<file path="src/rtl/pb_debounce_multi.sv">
// rtl/pb_debounce_multi.sv - multi-channel push-button debouncer with edge and long-press pulses
// Optional long-press hold counters are built when PB_LONGPRESS_EN is defined.
module pb_debounce_multi #(
  parameter int N_CH        = 4,
  parameter int DEB_CYCLES  = 4,
  parameter int EDGE_MODE   = 0,
  parameter int LONG_CYCLES = 1000
) (
  input  logic            clk,
  input  logic            rst,
  input  logic [N_CH-1:0] pb_in,
  output logic [N_CH-1:0] pb_level,
  output logic [N_CH-1:0] pb_pulse,
  output logic [N_CH-1:0] pb_long
);

  localparam int CW = $clog2(DEB_CYCLES) + 1;
  localparam logic [CW-1:0] CNT_LAST = CW'(DEB_CYCLES - 1);

  if (N_CH < 1 || N_CH > 32) begin : g_bad_nch
    $error("pb_debounce_multi: N_CH must be 1..32");
  end
  if (DEB_CYCLES < 1) begin : g_bad_deb
    $error("pb_debounce_multi: DEB_CYCLES must be >= 1");
  end
  if (EDGE_MODE < 0 || EDGE_MODE > 2) begin : g_bad_mode
    $error("pb_debounce_multi: EDGE_MODE must be 0, 1 or 2");
  end
  if (LONG_CYCLES < 1) begin : g_bad_long
    $error("pb_debounce_multi: LONG_CYCLES must be >= 1");
  end

  logic [N_CH-1:0] sync1;
  logic [N_CH-1:0] sync2;
  logic [N_CH-1:0] level_q;
  logic [N_CH-1:0] load;
  logic [N_CH-1:0] rise;
  logic [N_CH-1:0] fall;
  logic [N_CH-1:0] sel;

  always_ff @(posedge clk or negedge rst) begin
    if (!rst) begin
      sync1 <= '0;
      sync2 <= '0;
    end else begin
      sync1 <= pb_in;
      sync2 <= sync1;
    end
  end

  // Counter only runs while sync2 disagrees with the accepted level, so it
  // tops out at DEB_CYCLES-1 and cannot wrap.
  for (genvar i = 0; i < N_CH; i++) begin : g_deb
    logic [CW-1:0] cnt;

    assign load[i] = (sync2[i] != pb_level[i]) && (cnt == CNT_LAST);

    always_ff @(posedge clk or negedge rst) begin
      if (!rst) begin
        cnt <= '0;
      end else if (sync2[i] == pb_level[i] || load[i]) begin
        cnt <= '0;
      end else begin
        cnt <= cnt + 1'b1;
      end
    end
  end

  always_ff @(posedge clk or negedge rst) begin
    if (!rst) begin
      pb_level <= '0;
    end else begin
      pb_level <= (pb_level & ~load) | (sync2 & load);
    end
  end

  assign rise = pb_level & ~level_q;
  assign fall = ~pb_level & level_q;

  if (EDGE_MODE == 0) begin : g_sel_rise
    assign sel = rise;
  end else if (EDGE_MODE == 1) begin : g_sel_fall
    assign sel = fall;
  end else begin : g_sel_both
    assign sel = rise | fall;
  end

  // level_q lags pb_level by one cycle, so the pulse lands the cycle after the change.
  always_ff @(posedge clk or negedge rst) begin
    if (!rst) begin
      level_q  <= '0;
      pb_pulse <= '0;
    end else begin
      level_q  <= pb_level;
      pb_pulse <= sel;
    end
  end

`ifdef PB_LONGPRESS_EN
  localparam int HW = $clog2(LONG_CYCLES + 1);
  localparam logic [HW-1:0] HOLD_MAX = HW'(LONG_CYCLES);
  localparam logic [HW-1:0] HOLD_HIT = HW'(LONG_CYCLES - 1);

  logic [N_CH-1:0] long_hit;

  // Saturating at LONG_CYCLES means the hit value is passed only once per press.
  for (genvar i = 0; i < N_CH; i++) begin : g_hold
    logic [HW-1:0] hold;

    assign long_hit[i] = pb_level[i] && (hold == HOLD_HIT);

    always_ff @(posedge clk or negedge rst) begin
      if (!rst) begin
        hold <= '0;
      end else if (!pb_level[i]) begin
        hold <= '0;
      end else if (hold != HOLD_MAX) begin
        hold <= hold + 1'b1;
      end
    end
  end

  always_ff @(posedge clk or negedge rst) begin
    if (!rst) begin
      pb_long <= '0;
    end else begin
      pb_long <= long_hit;
    end
  end
`else
  assign pb_long = '0;
`endif

endmodule
</file>
<file path="config.mk">
export PLATFORM = sky130hd
export DESIGN_NAME = pb_debounce_multi
export DESIGN_NICKNAME = d
export VERILOG_FILES = /design/src/rtl/pb_debounce_multi.sv
export SDC_FILE = /design/constraint.sdc
export NUM_CORES = 1
export LEC_CHECK = 0
export BUFFER_PORTS_ARGS = -buffer_cell sky130_fd_sc_hd__clkbuf_2
export CAP_MARGIN = 20
export CORE_ASPECT_RATIO = 1.2
export CORE_MARGIN = 2
export CORE_UTILIZATION = 50
export CTS_CLUSTER_DIAMETER = 40
export DETAILED_ROUTE_END_ITERATION = 8
export GPL_ROUTABILITY_DRIVEN = 0
export PLACE_DENSITY = 0.71
export SYNTH_ARGS = -nofsm -noshare
export SYNTH_HDL_FRONTEND = slang
export SYNTH_SLANG_ARGS = --single-unit
</file>
<file path="constraint.sdc">
create_clock -name clk -period 1.8 [get_ports clk]
set_clock_uncertainty 0.15 [all_clocks]
set_input_delay 0.18 -clock clk [delete_from_list [all_inputs] [get_ports clk]]
set_output_delay 0.18 -clock clk [all_outputs]
set_load 0.005 [all_outputs]
</file>
==> Word level (Yosys, flattened, before mapping) <==
Cells that the tools add are included.
{ "totals": {"regBits": 32, "input_bits": 6, "out_inout_bits": 12, "word_cells": 43} }
{ "op_classes": {"add_sub_neg": 4, "n_eq_ne": 12, "mux": 4, "n_bitwise": 6, "reduce_logical": 8} }
{ "op_table": {"columns": ["cell", "n"], "rows": [
  ["3-bit by 1-bit adder with 3-bit output, second input constant", 4],
  ["4-bit bitwise AND", 3],
  ["3-bit by 2-bit == test with 1-bit output, second input constant", 4],
  ["3-bit 2-to-1 mux", 4],
  ["4-bit NOT", 2],
  ["1-bit == test", 4],
  ["1-bit logical AND", 4],
  ["1-bit logical OR", 4],
  ["1-bit != test", 4],
  ["4-bit bitwise OR", 1]
]} }

==> Longest topological paths before layout <==
{ "logic_depth": {"depth_word": 5, "mapped_depth": 3, "depth_no_buf": 3} }

==> Worst setup path before layout <==
Ideal clock, no wire load.
{ "synth_timing": {"kind": "flip-flop to flip-flop", "start": "register g_deb[2].cnt[0]", "end": "register with a tool-made name", "setup_ns": 0.125, "t_arrival_ns": 1.033, "required_ns": 1.525, "slack_ns": 0.493, "stages_incl_launch_ff": 4, "n_path_buf": 0, "period_less_slack_ns": 1.307, "path_cell_list": "dfrtp_1 -> ha_1 -> ha_1 -> mux2_2"} }
{ "synth_lines": {"columns": ["element", "line", "text"], "rows": [
  ["from (decl)", "54", "logic [CW-1:0] cnt;"],
  ["from (signal assigned)", "64", "cnt <= cnt + 1'b1;"]
]} }

==> reports/metrics.cfg <==
[setup_path]
worstPathCellList=ha_1 > ha_1 > mux2_2
worstSetupStartpointType=register
rr_worst_depth=3
max_stage_delay_ns=0.40
crit_cells=3
required_ns=1.87
worstPathMaxFanout=4
worst-path-buf-inv=0
endpoint_kind=register
path_delay_family=adder cells
reg2reg_from=g_deb[0].cnt[0]$_DFF_PN0_
worstPathArrival_ns=1.45
cp_common_cell=ha_1
startpoint=g_deb[0].cnt[0]$_DFF_PN0_
critPathKind=register to register
r2r_setup_slack_ns=0.42
cp_slowest_cell=dfrtp_1

[yosys]
synthXorXnorAreaFrac=0.0306
avgSynthCellArea_um2=15.7
syn-cell-area_mm2=0.00114
yosys.area_share.simple=0.101
synth-compound-area-share=0
synth_top_family_by_area=simple AND/OR/NAND/NOR gates
synthTopCellsByArea=dfrtp_1 (70%), ha_1 (8.7%), nor3b_2 (4.4%), mux2_2 (3.9%), nor3_1 (3.5%)
yosys.area_share.adder=0.0874
synth_cell_type_count=10
post-synth-top-area-fraction=0.699
synth-seq-cells=32
yosysWarnings=0
yosysTopAreaCell=dfrtp_1
yosysSeqAreaShare=0.699
synthMuxAreaShare=0.0393
synthesis.instances=73

[timing]
max_freq_ghz=0.726
slew_headroom=0.500
period_minus_slack_ns=1.38
hold_viol_final=0
slew_viol_final=0
fin_crit_sh=0.766
worstMarginPinSlew_ns=0.750
fin_setup_tns_ns=0
rsz0062_at_grt=no
setup_viol=0

[detailed_routing]
routed_via_density=4.50
drt-initial-drc-count=6
drc_errors=0
drtAntennaViolNets=0
dr.pass1.iters=4
drt-total-wl_mm=1.38
vias=581
post_drt_wl_per_cell_um=10.7

[cts]
cts-htree-levels=2
cts.path.max_buffers=2
cts_made_buffers=5
clkLatencyLatePin_ns=0.33
clock_sinks=32
cts_resized=0
clk_pin_slew_worst_paths_ns=0.09
cts-root-buf=clkbuf_4
tritoncts=yes

[hold_path]
hold_class=register to register

[global_route]
grt_pass1_vias=603
grt_max_degree=33
antenna_found_initial=0
grt_remaining_overflow=0
grt_pass1_wl_mm=2.36
grtUsageTotal=0.133

[die]
die_area_mm2=0.00269
rows=19
core_area_mm2=0.00223
die_h_um=56.4
num_io_pins=18
die_x_um=47.7
initial_core_util=0.512

[final_layout]
layoutNonFillerInstCount=129
syn2layout_area_growth_pct=17.2
layout_common_cells=dfrtp_1 (32), clkbuf_2 (13), nor3_1 (8), ha_1 (8)
final_common_cell=dfrtp_1
num-nets-final=111
drive_gt1_frac=0.296
antenna_cells=0

[placed_design]
dp_hpwl_um=979
place.port_buffers=13
dp.cells=116

[power_and_ir_drop]
peakVddDrop_uv=878
power_density_mw_per_mm2=1470
p_leak_nw=0.651

[status]
status=finished clean

[job]
maxCapViolCount=0

timing repair:
action,4_1_cts,5_1_grt
endpoints found under the hold margin,36,0
hold buffers,5,0
setup buffers,0,0
kinds of logic (layout without fill, tap and decap cells):
group         after synthesis  in the layout
other cells                 1              4
fa+ha+maj                   8              8
simple gates               16             16
buf+inv                     8             30
xor+xnor                    4              4
mux                         4              4
flops                      32             32
area by class of cell:
class | count | area, um2
Clock buffer | 6 | 51.3
Inverter | 4 | 15.0
Sequential cell | 32 | 801
Fill cell | 192 | 893
Clock inverter | 2 | 10.0
Timing Repair Buffer | 18 | 115
Multi-Input combinational cell | 36 | 310
Tap cell | 31 | 38.8
cells in the mapped netlist (all sizes together):
cell and instances:
buf 4, dfrtp 32, conb 1, ha 8, nor2b 4, nor3b 4, inv 4, nor3 8
xnor2 4, mux2 4
worst reg2reg max path: stages, from the launching register on:
cell,delay [ns]
dfrtp_1,0.40
ha_1,0.20
ha_1,0.23
mux2_2,0.28
metal layers:
layer,up-vias,global-route usage,share of wire
met2,17,0.190,0.49
met1,273,0.144,0.40
met3,8,0.0611,0.065
li1,283,-,-
met5,-,0,0
met4,0,0.104,0.041
power breakdown:
part / switching [W] / internal (W) / leakage, nW / total (W)
clock: 0.000230 / 0.000186 / 0.0380 / 0.000416
combinational: 0.000206 / 0.000273 / 0.214 / 0.000480
sequential: 0.000124 / 0.000954 / 0.400 / 0.00108
total: 0.000561 / 0.00141 / 0.651 / 0.00197
worst min-delay path by stage:
stage,end,cells after the start,from
after detailed placement,pb_pulse[0]$_DFF_PN0_,1,rst
after CTS,sync2[1]$_DFF_PN0_,0,sync1[1]$_DFF_PN0_
after global placement,pb_pulse[0]$_DFF_PN0_,1,rst
final,sync2[0]$_DFF_PN0_,0,sync1[0]$_DFF_PN0_
after floorplan,asynchronous set/reset pin,0,rst
after global routing,sync2[0]$_DFF_PN0_,0,sync1[0]$_DFF_PN0_
through the flow:
step           area (um2)  total power (W)  utilization  hold WS [ns]  setup slack [ns]
3_5_place_dp         1230          0.00159        0.550         0.138             0.423
2_1_floorplan        1160          0.00140            -        -0.266             0.493
5_1_grt              1340          0.00214        0.600         0.214             0.346
6_report             1340          0.00197        0.600         0.205             0.422
3_3_place_gp         1230          0.00155        0.550         0.128             0.442
4_1_cts              1340          0.00201        0.600         0.207             0.407
Note: power is estimated with default switching activity, not from simulation.
